<file path="src/rtl/router_pkg.sv">
// Shared header layout, packet type, error codes and FSM states for the
// router encapsulation/decapsulation paths.
package router_pkg;

   localparam int HDR_ID_LSB   = 0;
   localparam int HDR_ID_W     = 2;
   localparam int HDR_LEN_LSB  = 2;
   localparam int HDR_LEN_W    = 5;
   localparam int HDR_TYPE_LSB = 7;
   localparam int HDR_TYPE_W   = 2;
   localparam int HDR_ADDR_LSB = 9;
   localparam int HDR_ADDR_W   = 10;

   localparam logic [HDR_TYPE_W-1:0] PKT_TYPE_DATA = 2'b01;

   localparam logic [1:0] ERR_NONE = 2'd0;
   localparam logic [1:0] ERR_ID   = 2'd1;
   localparam logic [1:0] ERR_TYPE = 2'd2;
   localparam logic [1:0] ERR_LEN  = 2'd3;

   typedef enum logic [2:0] {
      IDLE    = 3'd0,
      CHECK   = 3'd1,
      PAYLOAD = 3'd2,
      DROP    = 3'd3,
      DONE    = 3'd4
   } state_t;

   // First failing check wins: router ID, then packet type, then length.
   function automatic logic [1:0] hdr_err(input logic id_ok,
                                          input logic type_ok,
                                          input logic len_ok);
      logic [1:0] e;
      if (!id_ok) begin
         e = ERR_ID;
      end else if (!type_ok) begin
         e = ERR_TYPE;
      end else if (!len_ok) begin
         e = ERR_LEN;
      end else begin
         e = ERR_NONE;
      end
      return e;
   endfunction

endpackage

</file>
<file path="src/rtl/router_hdr_decode.sv">
// Combinational header decoder: splits a latched header word into its fields
// and classifies it against this router's ID.
module router_hdr_decode
   import router_pkg::*;
#(
   parameter int ADDR_WIDTH             = HDR_ADDR_W,
   parameter int NUMBER_PACKET          = 19,
   parameter int RECOGNIZE_ROUTER_WIDTH = HDR_ID_W,
   parameter int HDR_BITS               = HDR_ADDR_LSB + ADDR_WIDTH
) (
   input  logic [HDR_BITS-1:0]               hdr,
   input  logic [RECOGNIZE_ROUTER_WIDTH-1:0] my_router_id,
   output logic [HDR_LEN_W-1:0]              len,
   output logic [ADDR_WIDTH-1:0]             dst_addr,
   output logic                              len_zero,
   output logic [1:0]                        err
);

   localparam logic [HDR_LEN_W-1:0] MAX_LEN = HDR_LEN_W'(NUMBER_PACKET);

   logic [RECOGNIZE_ROUTER_WIDTH-1:0] dst_id_s;
   logic [HDR_TYPE_W-1:0]             type_s;
   logic                              id_ok_s;
   logic                              type_ok_s;
   logic                              len_ok_s;

   assign dst_id_s = hdr[HDR_ID_LSB +: RECOGNIZE_ROUTER_WIDTH];
   assign len      = hdr[HDR_LEN_LSB +: HDR_LEN_W];
   assign type_s   = hdr[HDR_TYPE_LSB +: HDR_TYPE_W];
   assign dst_addr = hdr[HDR_ADDR_LSB +: ADDR_WIDTH];

   assign id_ok_s   = (dst_id_s == my_router_id);
   assign type_ok_s = (type_s == PKT_TYPE_DATA);
   assign len_ok_s  = (len <= MAX_LEN);
   assign len_zero  = (len == {HDR_LEN_W{1'b0}});

   // Prioritised header classification.
   always_comb begin
      err = hdr_err(id_ok_s, type_ok_s, len_ok_s);
   end

endmodule

</file>
<file path="src/rtl/router_packet_decap.sv">
// Receive-side decapsulation: pops a header and a payload burst from a
// first-word-fall-through FIFO and writes the payload into local memory.
module router_packet_decap
   import router_pkg::*;
#(
   parameter int AURORA_DATA_WIDTH      = 64,
   parameter int ADDR_WIDTH             = 10,
   parameter int NUMBER_PACKET          = 19,
   parameter int RECOGNIZE_ROUTER_WIDTH = 2
) (
   input  logic                              clk,
   input  logic                              rst_n,
   input  logic [RECOGNIZE_ROUTER_WIDTH-1:0] my_router_id,
   input  logic                              empty_in,
   input  logic [AURORA_DATA_WIDTH-1:0]      data_in,
   output logic                              rd_in,
   output logic                              mem_we,
   output logic [ADDR_WIDTH-1:0]             mem_addr,
   output logic [AURORA_DATA_WIDTH-1:0]      mem_wdata,
   input  logic                              mem_ready,
   output logic                              busy,
   output logic                              recv_done,
   output logic                              recv_err,
   output logic [1:0]                        err_code
);

   localparam int HDR_BITS = HDR_ADDR_LSB + ADDR_WIDTH;

   state_t                  state_r;
   state_t                  state_s;
   logic [HDR_BITS-1:0]     hdr_r;
   logic                    hdr_load_s;
   logic [ADDR_WIDTH-1:0]   addr_r;
   logic [ADDR_WIDTH-1:0]   addr_s;
   logic [HDR_LEN_W-1:0]    remain_r;
   logic [HDR_LEN_W-1:0]    remain_s;
   logic [1:0]              err_r;
   logic [1:0]              err_s;

   logic [HDR_LEN_W-1:0]    dec_len_s;
   logic [ADDR_WIDTH-1:0]   dec_addr_s;
   logic                    dec_len_zero_s;
   logic [1:0]              dec_err_s;

   router_hdr_decode #(
      .ADDR_WIDTH             (ADDR_WIDTH),
      .NUMBER_PACKET          (NUMBER_PACKET),
      .RECOGNIZE_ROUTER_WIDTH (RECOGNIZE_ROUTER_WIDTH),
      .HDR_BITS               (HDR_BITS)
   ) u_hdr_decode (
      .hdr          (hdr_r),
      .my_router_id (my_router_id),
      .len          (dec_len_s),
      .dst_addr     (dec_addr_s),
      .len_zero     (dec_len_zero_s),
      .err          (dec_err_s)
   );

   assign mem_addr = addr_r;
   assign err_code = err_r;

   // Next-state, counters and FIFO/memory handshake.
   always_comb begin
      state_s    = state_r;
      addr_s     = addr_r;
      remain_s   = remain_r;
      err_s      = err_r;
      hdr_load_s = 1'b0;
      rd_in      = 1'b0;
      mem_we     = 1'b0;
      mem_wdata  = {AURORA_DATA_WIDTH{1'b0}};
      busy       = 1'b1;
      recv_done  = 1'b0;
      recv_err   = 1'b0;

      case (state_r)
         IDLE: begin
            // Gated by rst_n so nothing is popped while reset is held.
            if (rst_n && !empty_in) begin
               rd_in      = 1'b1;
               hdr_load_s = 1'b1;
               err_s      = ERR_NONE;
               state_s    = CHECK;
            end else begin
               busy    = 1'b0;
               state_s = IDLE;
            end
         end
         CHECK: begin
            err_s    = dec_err_s;
            remain_s = dec_len_s;
            if (dec_len_zero_s) begin
               state_s = DONE;
            end else if (dec_err_s != ERR_NONE) begin
               state_s = DROP;
            end else begin
               addr_s  = dec_addr_s;
               state_s = PAYLOAD;
            end
         end
         PAYLOAD: begin
            mem_we    = !empty_in;
            mem_wdata = data_in;
            if (!empty_in && mem_ready) begin
               rd_in    = 1'b1;
               addr_s   = addr_r + ADDR_WIDTH'(1);
               remain_s = remain_r - HDR_LEN_W'(1);
               if (remain_r == HDR_LEN_W'(1)) begin
                  state_s = DONE;
               end else begin
                  state_s = PAYLOAD;
               end
            end else begin
               state_s = PAYLOAD;
            end
         end
         DROP: begin
            if (!empty_in) begin
               rd_in    = 1'b1;
               remain_s = remain_r - HDR_LEN_W'(1);
               if (remain_r == HDR_LEN_W'(1)) begin
                  state_s = DONE;
               end else begin
                  state_s = DROP;
               end
            end else begin
               state_s = DROP;
            end
         end
         DONE: begin
            recv_done = 1'b1;
            recv_err  = (err_r != ERR_NONE);
            state_s   = IDLE;
         end
         default: begin
            busy    = 1'b0;
            state_s = IDLE;
         end
      endcase
   end

   // State, header, address, length and error registers.
   always_ff @(posedge clk or negedge rst_n) begin
      if (!rst_n) begin
         state_r  <= IDLE;
         hdr_r    <= {HDR_BITS{1'b0}};
         addr_r   <= {ADDR_WIDTH{1'b0}};
         remain_r <= {HDR_LEN_W{1'b0}};
         err_r    <= ERR_NONE;
      end else begin
         state_r  <= state_s;
         addr_r   <= addr_s;
         remain_r <= remain_s;
         err_r    <= err_s;
         if (hdr_load_s) begin
            hdr_r <= data_in[HDR_BITS-1:0];
         end
      end
   end

endmodule
</file>
<file path="config.mk">
export PLATFORM = sky130hd
export DESIGN_NAME = router_packet_decap
export DESIGN_NICKNAME = d
export VERILOG_FILES = /design/src/rtl/router_pkg.sv /design/src/rtl/router_hdr_decode.sv /design/src/rtl/router_packet_decap.sv
export SDC_FILE = /design/constraint.sdc
export NUM_CORES = 1
export LEC_CHECK = 0
export CAP_MARGIN = 20
export CORE_MARGIN = 3
export CORE_UTILIZATION = 39
export DETAILED_ROUTE_END_ITERATION = 8
export PLACE_DENSITY = 0.79
export SKIP_LAST_GASP = 1
export SLEW_MARGIN = 20
export SYNTH_ARGS = -nofsm -noshare
export SYNTH_HDL_FRONTEND = slang
export SYNTH_HIERARCHICAL = 1
export SYNTH_SLANG_ARGS = --single-unit
</file>
<file path="constraint.sdc">
create_clock -name clk -period 2.61 [get_ports clk]
set_input_delay 0.261 -clock clk [delete_from_list [all_inputs] [get_ports clk]]
set_output_delay 0.261 -clock clk [all_outputs]
set_load 0.01 [all_outputs]
</file>
==> run_results.csv <==
group,metric,value,unit
status,status,"completed",
cells_and_area,layout.nets,492,
setup_path,path_delay_family,"buffers and inverters",
global_routing,grt_pass1_wl,12400,um
cells_and_area,num_antenna_cells,0,
clock_network,cts_setup_buffers,0,
clock_network,htreeDepth,2,
global_routing,gr-total-overflow,0,
power_and_ir_drop,total_leakage_power,0.00175,uW
power_and_ir_drop,power.density,1040,mW/mm^2
floorplanning,start_util,0.414,
placement,dp_slack,320,ps
global_routing,grt_util_all_layers,0.203,
setup_path,max_stage_delay,560,ps
global_routing,antenna_found_initial,0,
floorplanning,rows,29,
power_and_ir_drop,p_total,4390,uW
synthesis,syn_inst,288,
synthesis,syn_nets,361,
power_and_ir_drop,peakVddDrop,412,uV
floorplanning,fp.dieH,89.5,um
floorplanning,die-area,0.00802,mm^2
setup_path,slowest_stage,"clkdlybuf4s50_1",
sta,hold_violations,0,
floorplanning,die_width,89.5,um
setup_path,worstReg2RegStart,"hdr_r[5]$_DFFE_PN0P_",
clock_network,clkSinkCount,39,
global_routing,grt_pass1_vias,2408,
sta,min_period_over_period,0.920,
setup_path,crit_path_start,"state_r[2]$_DFF_PN0_",
setup_path,cp_max_fo,41,
synthesis,ys_types,52,
route,via_per_inst,4.97,
sta,fmax,417,MHz
route,wire_per_inst,15.8,um
placement,gp_congestion,0.867,
route,dr.pass1.iters,4,
route,ant_nets,0,
cells_and_area,fin_util,0.645,
floorplanning,ios,151,
sta,relSlewSlack,0.614,
run,drv_cap,0,
cells_and_area,areaGrowthSynthToFinish,55.6,%
clock_network,cts_buffer_depth,2,
setup_path,end_kind,"output pin",
synthesis,synth_top_family_by_area,"simple AND/OR/NAND/NOR gates",
setup_path,cp.buffers_inverters,2,
synthesis,synth-simple-area-share,0.272,
synthesis,synth_common_cells,"and2_1 (65), dfrtp_1 (39), a21oi_1 (20)",
clock_network,cts_buffers,5,
synthesis,yosysWarnings,6,
sta,rsz0062_at_grt,"no",
synthesis,async_flop_share,1.00,
synthesis,syn_area_per_cell,9.45,um^2
cells_and_area,layout-drive-gt1-share,0.103,
placement,place_hpwl,6610,um
global_routing,grt_max_degree,42,
synthesis,synth_compound_area_frac,0.148,
synthesis,synth.area.top_cells,"dfrtp_1 (36%), and2_1 (15%), mux2_4 (8.8%)",
synthesis,synth_area,0.00272,mm^2
synthesis,yosys.area_share.adder,0.0138,
route,num_vias,2545,
sta,drv_slew,0,
sta,setup_viol,0,
floorplanning,core_area,0.00657,mm^2
setup_path,crit_path_cell_trace,"nor3b_4 > buf_4 > and2_1 > clkdlybuf4s50_1",
sta,setup_tns,0,ps
synthesis,seq_area_frac_synth,0.359,
setup_path,timing_worst_setup_path_type,"reg -> out",
synthesis,muxShareOfSynthArea,0.104,
synthesis,synth_edf_count,0,
synthesis,synth_xor_xnor_area_share,0.00966,
sta,skew,14.5,ps
clock_network,root_buffer,"clkbuf_8",
route,drtIter0Drc,93,
synthesis,synth_most_common_cell,"and2_1",
sta,finalCriticalPeriod,2400,ps
clock_network,clk_latency,290,ps
min_path,holdCritPathClass,"in -> async",
clock_network,tritoncts,"yes",
synthesis,yosysTopAreaCell,"dfrtp_1",
sta,setup_ws,209,ps
clock_network,cts.clk_slew.worst_paths,80,ps
sta,tightest_slew,571,ps
setup_path,start_kind,"flip-flop",
sta,fin_hold_ws,319,ps
placement,io_buffers,150,
synthesis,synth_flop_cell,"dfrtp_1",
synthesis,synth_seq_cells,39,
synthesis,synth_top_area_share,0.359,
route,finalWirelength,8110,um
setup_path,cp.required,2350,ps
setup_path,arrival,2140,ps
route,drcViolationCount,0,
-- path summary, 6_finish.rpt --
path / endpoint / slack, ps / cells after the start
setup / recovery: mem_wdata[61] / 210 / 4
hold / removal: remain_r[4]$_DFFE_PN0P_ / 320 / 2
setup reg to reg: mem_addr[9]$_DFFE_PN0P_ / 460 / 6
hold reg to reg: hdr_r[14]$_DFFE_PN0P_ / 520 / 1
max in group asynchronous: state_r[1]$_DFF_PN0_ / 1600 / 3
min in group clk: hdr_r[14]$_DFFE_PN0P_ / 520 / 1
-- final cells by class --
type	count	area, um^2
Clock inverter	1	5.00
Tap cell	93	116
Multi-Input combinational cell	212	1490
Timing Repair Buffer	156	1540
Fill cell	544	2330
Sequential cell	39	977
Inverter	5	18.8
Clock buffer	6	82.6
-- what timing repair did --
action | in CTS | in global routing
gates resized for setup | 0 | 1
endpoints found under the setup margin | 0 | 14
hold buffers | 1 | 0
endpoints found under the hold margin | 1 | 0
-- cell usage in the layout (no fill, tap or decap), drive strengths merged, types with 2 or more instances in the layout --
cell type,Yosys,final
nand3,4,4
or3b,2,2
xnor2,2,2
o22ai,3,3
nor2b,3,3
a31oi,2,2
nor3,4,4
ha,3,3
clkbuf,6,6
mux2,19,19
a21oi,20,20
nand4,2,2
or3,2,2
nor3b,3,3
o21a,2,2
nand2,17,17
o21ai,17,17
and2,65,65
clkdlybuf4s50,0,149
o32ai,3,3
nand2b,2,2
nor2,19,19
dfrtp,39,39
inv,5,5
buf,26,6
a2bb2oi,3,3
-- metal layers --
metal / vias to the layer above / share of wire / track usage
li1: 1239 / - / -
met3: 13 / 0.073 / 0.0618
met5: - / 0 / 0
met1: 1193 / 0.39 / 0.240
met4: 0 / 0.024 / 0.0690
met2: 100 / 0.51 / 0.349
-- metrics by stage --
stage	instance area [um^2]	cells
finish	4230	512
global route	4230	512
CTS	4230	512
detailed placement	4140	504
global placement	4140	504
floorplan	2720	288
-- cell families after synthesis --
group / Yosys count
compound gates: 60
xor+xnor: 3
fa+ha+maj: 3
buf+inv: 37
flops: 39
mux: 20
simple gates: 126
-- registers in the layout, summed over array words and instances (netlist names) --
register and cells:
remain_r 5, state_r 3, mem_addr 10, hdr_r 19, err_code 2
-- report_power, final --
| part | internal [uW] | switching (uW) | leakage, uW |
|---|---|---|---|
| clock | 207 | 200 | 0.0000470 |
| combinational | 1570 | 1190 | 0.00124 |
| sequential | 896 | 336 | 0.000466 |
| total | 2670 | 1720 | 0.00175 |
Power figures use the tool's default switching activity.
==> variant (same flow settings) <==
Put one more register stage on the output `err_code`. The value now appears one clock later. The other outputs are not delayed to match.
--- a/src/rtl/router_packet_decap.sv
+++ b/src/rtl/router_packet_decap.sv
@@ -57,7 +57,9 @@
    );
 
    assign mem_addr = addr_r;
-   assign err_code = err_r;
+   always_ff @(posedge clk) begin
+      err_code <= err_r;
+   end
 
    // Next-state, counters and FIFO/memory handshake.
    always_comb begin
Behaviour: not the same (a bounded check fails within 4 cycles, from zero or initial values and one cycle with rst_n low).
==> variant against the unedited design <==
Via count up 4.4%; count of clock-buffer cells in the layout increased by 1; area after synthesis down 2.4%; final cell count up 3.1%; power shrank 0.89%; sequential cell count grew 2; die area shrank 2.2%; worst setup slack lost 0.051 ns; synthesized cell count increased by 11%; final area shrank 1.2%; wire length is 3.2% lower; sequential share of layout area increased by 1.2 points; highest routed layer unchanged.
==> variant: results (changes against the unedited design) <==
stage,metric,value,unit,change
routing,M1 wire length,3.10,mm,-1.5%
finish,clk_buf instances,7,,+1
timing,clock skew,0.00468,ns,-0.00982 ns
global_routing,largest net degree at the start of global routing,63,,+50%
synth,Async SR Flop Fraction,95.1,%,-4.9 points
finish,layout cells sized above 1,4.88,%,-5.4 points
finish,Layout fillers,573,,+5.3%
timing,Worst Tran Pin Value,0.588,ns,+0.0170 ns
setup_path,Critical R2R Launch,hdr_r[3]$_DFFE_PN0P_,,
global_routing,first-pass GRT wire length,12.3,mm,-0.78%
power,P_int,0.00263,W,-1.6%
global_routing,met3 Track Usage GR,3.35,%,-2.8 points
placement,post-place setup slack,0.486,ns,+0.165 ns
setup_path,"slowest stage delay, CP",0.60,ns,+0.04 ns
routing,drt first-iter violations,257,,+180%
finish,fraction of area in registers,24.3,%,+1.2 points
finish,area of the multi-input gates,1400,sq um,-5.8%
status,status,completed,,
placement,GPL Wtd Cong,0.763,,-12%
synth,top post-synthesis cells by count,"nand2_1, and2_1, dfrtp_1, a21oi_1, buf_4",,
power,leakage power,1.75,nW,+0.14%
finish,NonClk Buf Share,37.4,%,+0.94 points
finish,non-clock buffer count,157,,+0.64%
placement,area of placed instances,4090,sq um,-1.2%
setup_path,Setup crit start,state_r[1]$_DFF_PN0_,,
variant: cell types whose count changed in the layout (fill, tap and decap cells not counted), moves of 3 or more:
cell,unedited run,this run
o22ai_1,3,6
mux2_4,16,0
nand2_1,17,75
a21oi_1,20,16
nor2_1,18,7
mux2_2,3,0
nor3_1,3,0
o21ai_1,1,4
o2bb2a_2,0,3
variant: cells by family after synthesis:
kind of cell / count (synthesis) / synth area share [%]
simple gates: 174 / 35.1
fa+ha+maj: 3 / 1.41
mux: 1 / 0.377
xor+xnor: 3 / 0.989
compound gates: 61 / 14.9
flops: 41 / 38.2
buf+inv: 37 / 8.90
variant: timing repair:
item | in CTS | in global routing
gates resized for setup | 0 | 0
endpoints found under the hold margin | 11 | 0
hold buffers | 1 | 0
variant: worst reg2reg max path, cell delays in order (launching register included):
cell	delay, ns
dfrtp_1	0.40
or4_1	0.53
nor2_1	0.31
nor4b_2	0.10
a22oi_1	0.20
buf_4	0.20
a21oi_1	0.05
o2bb2a_2	0.27
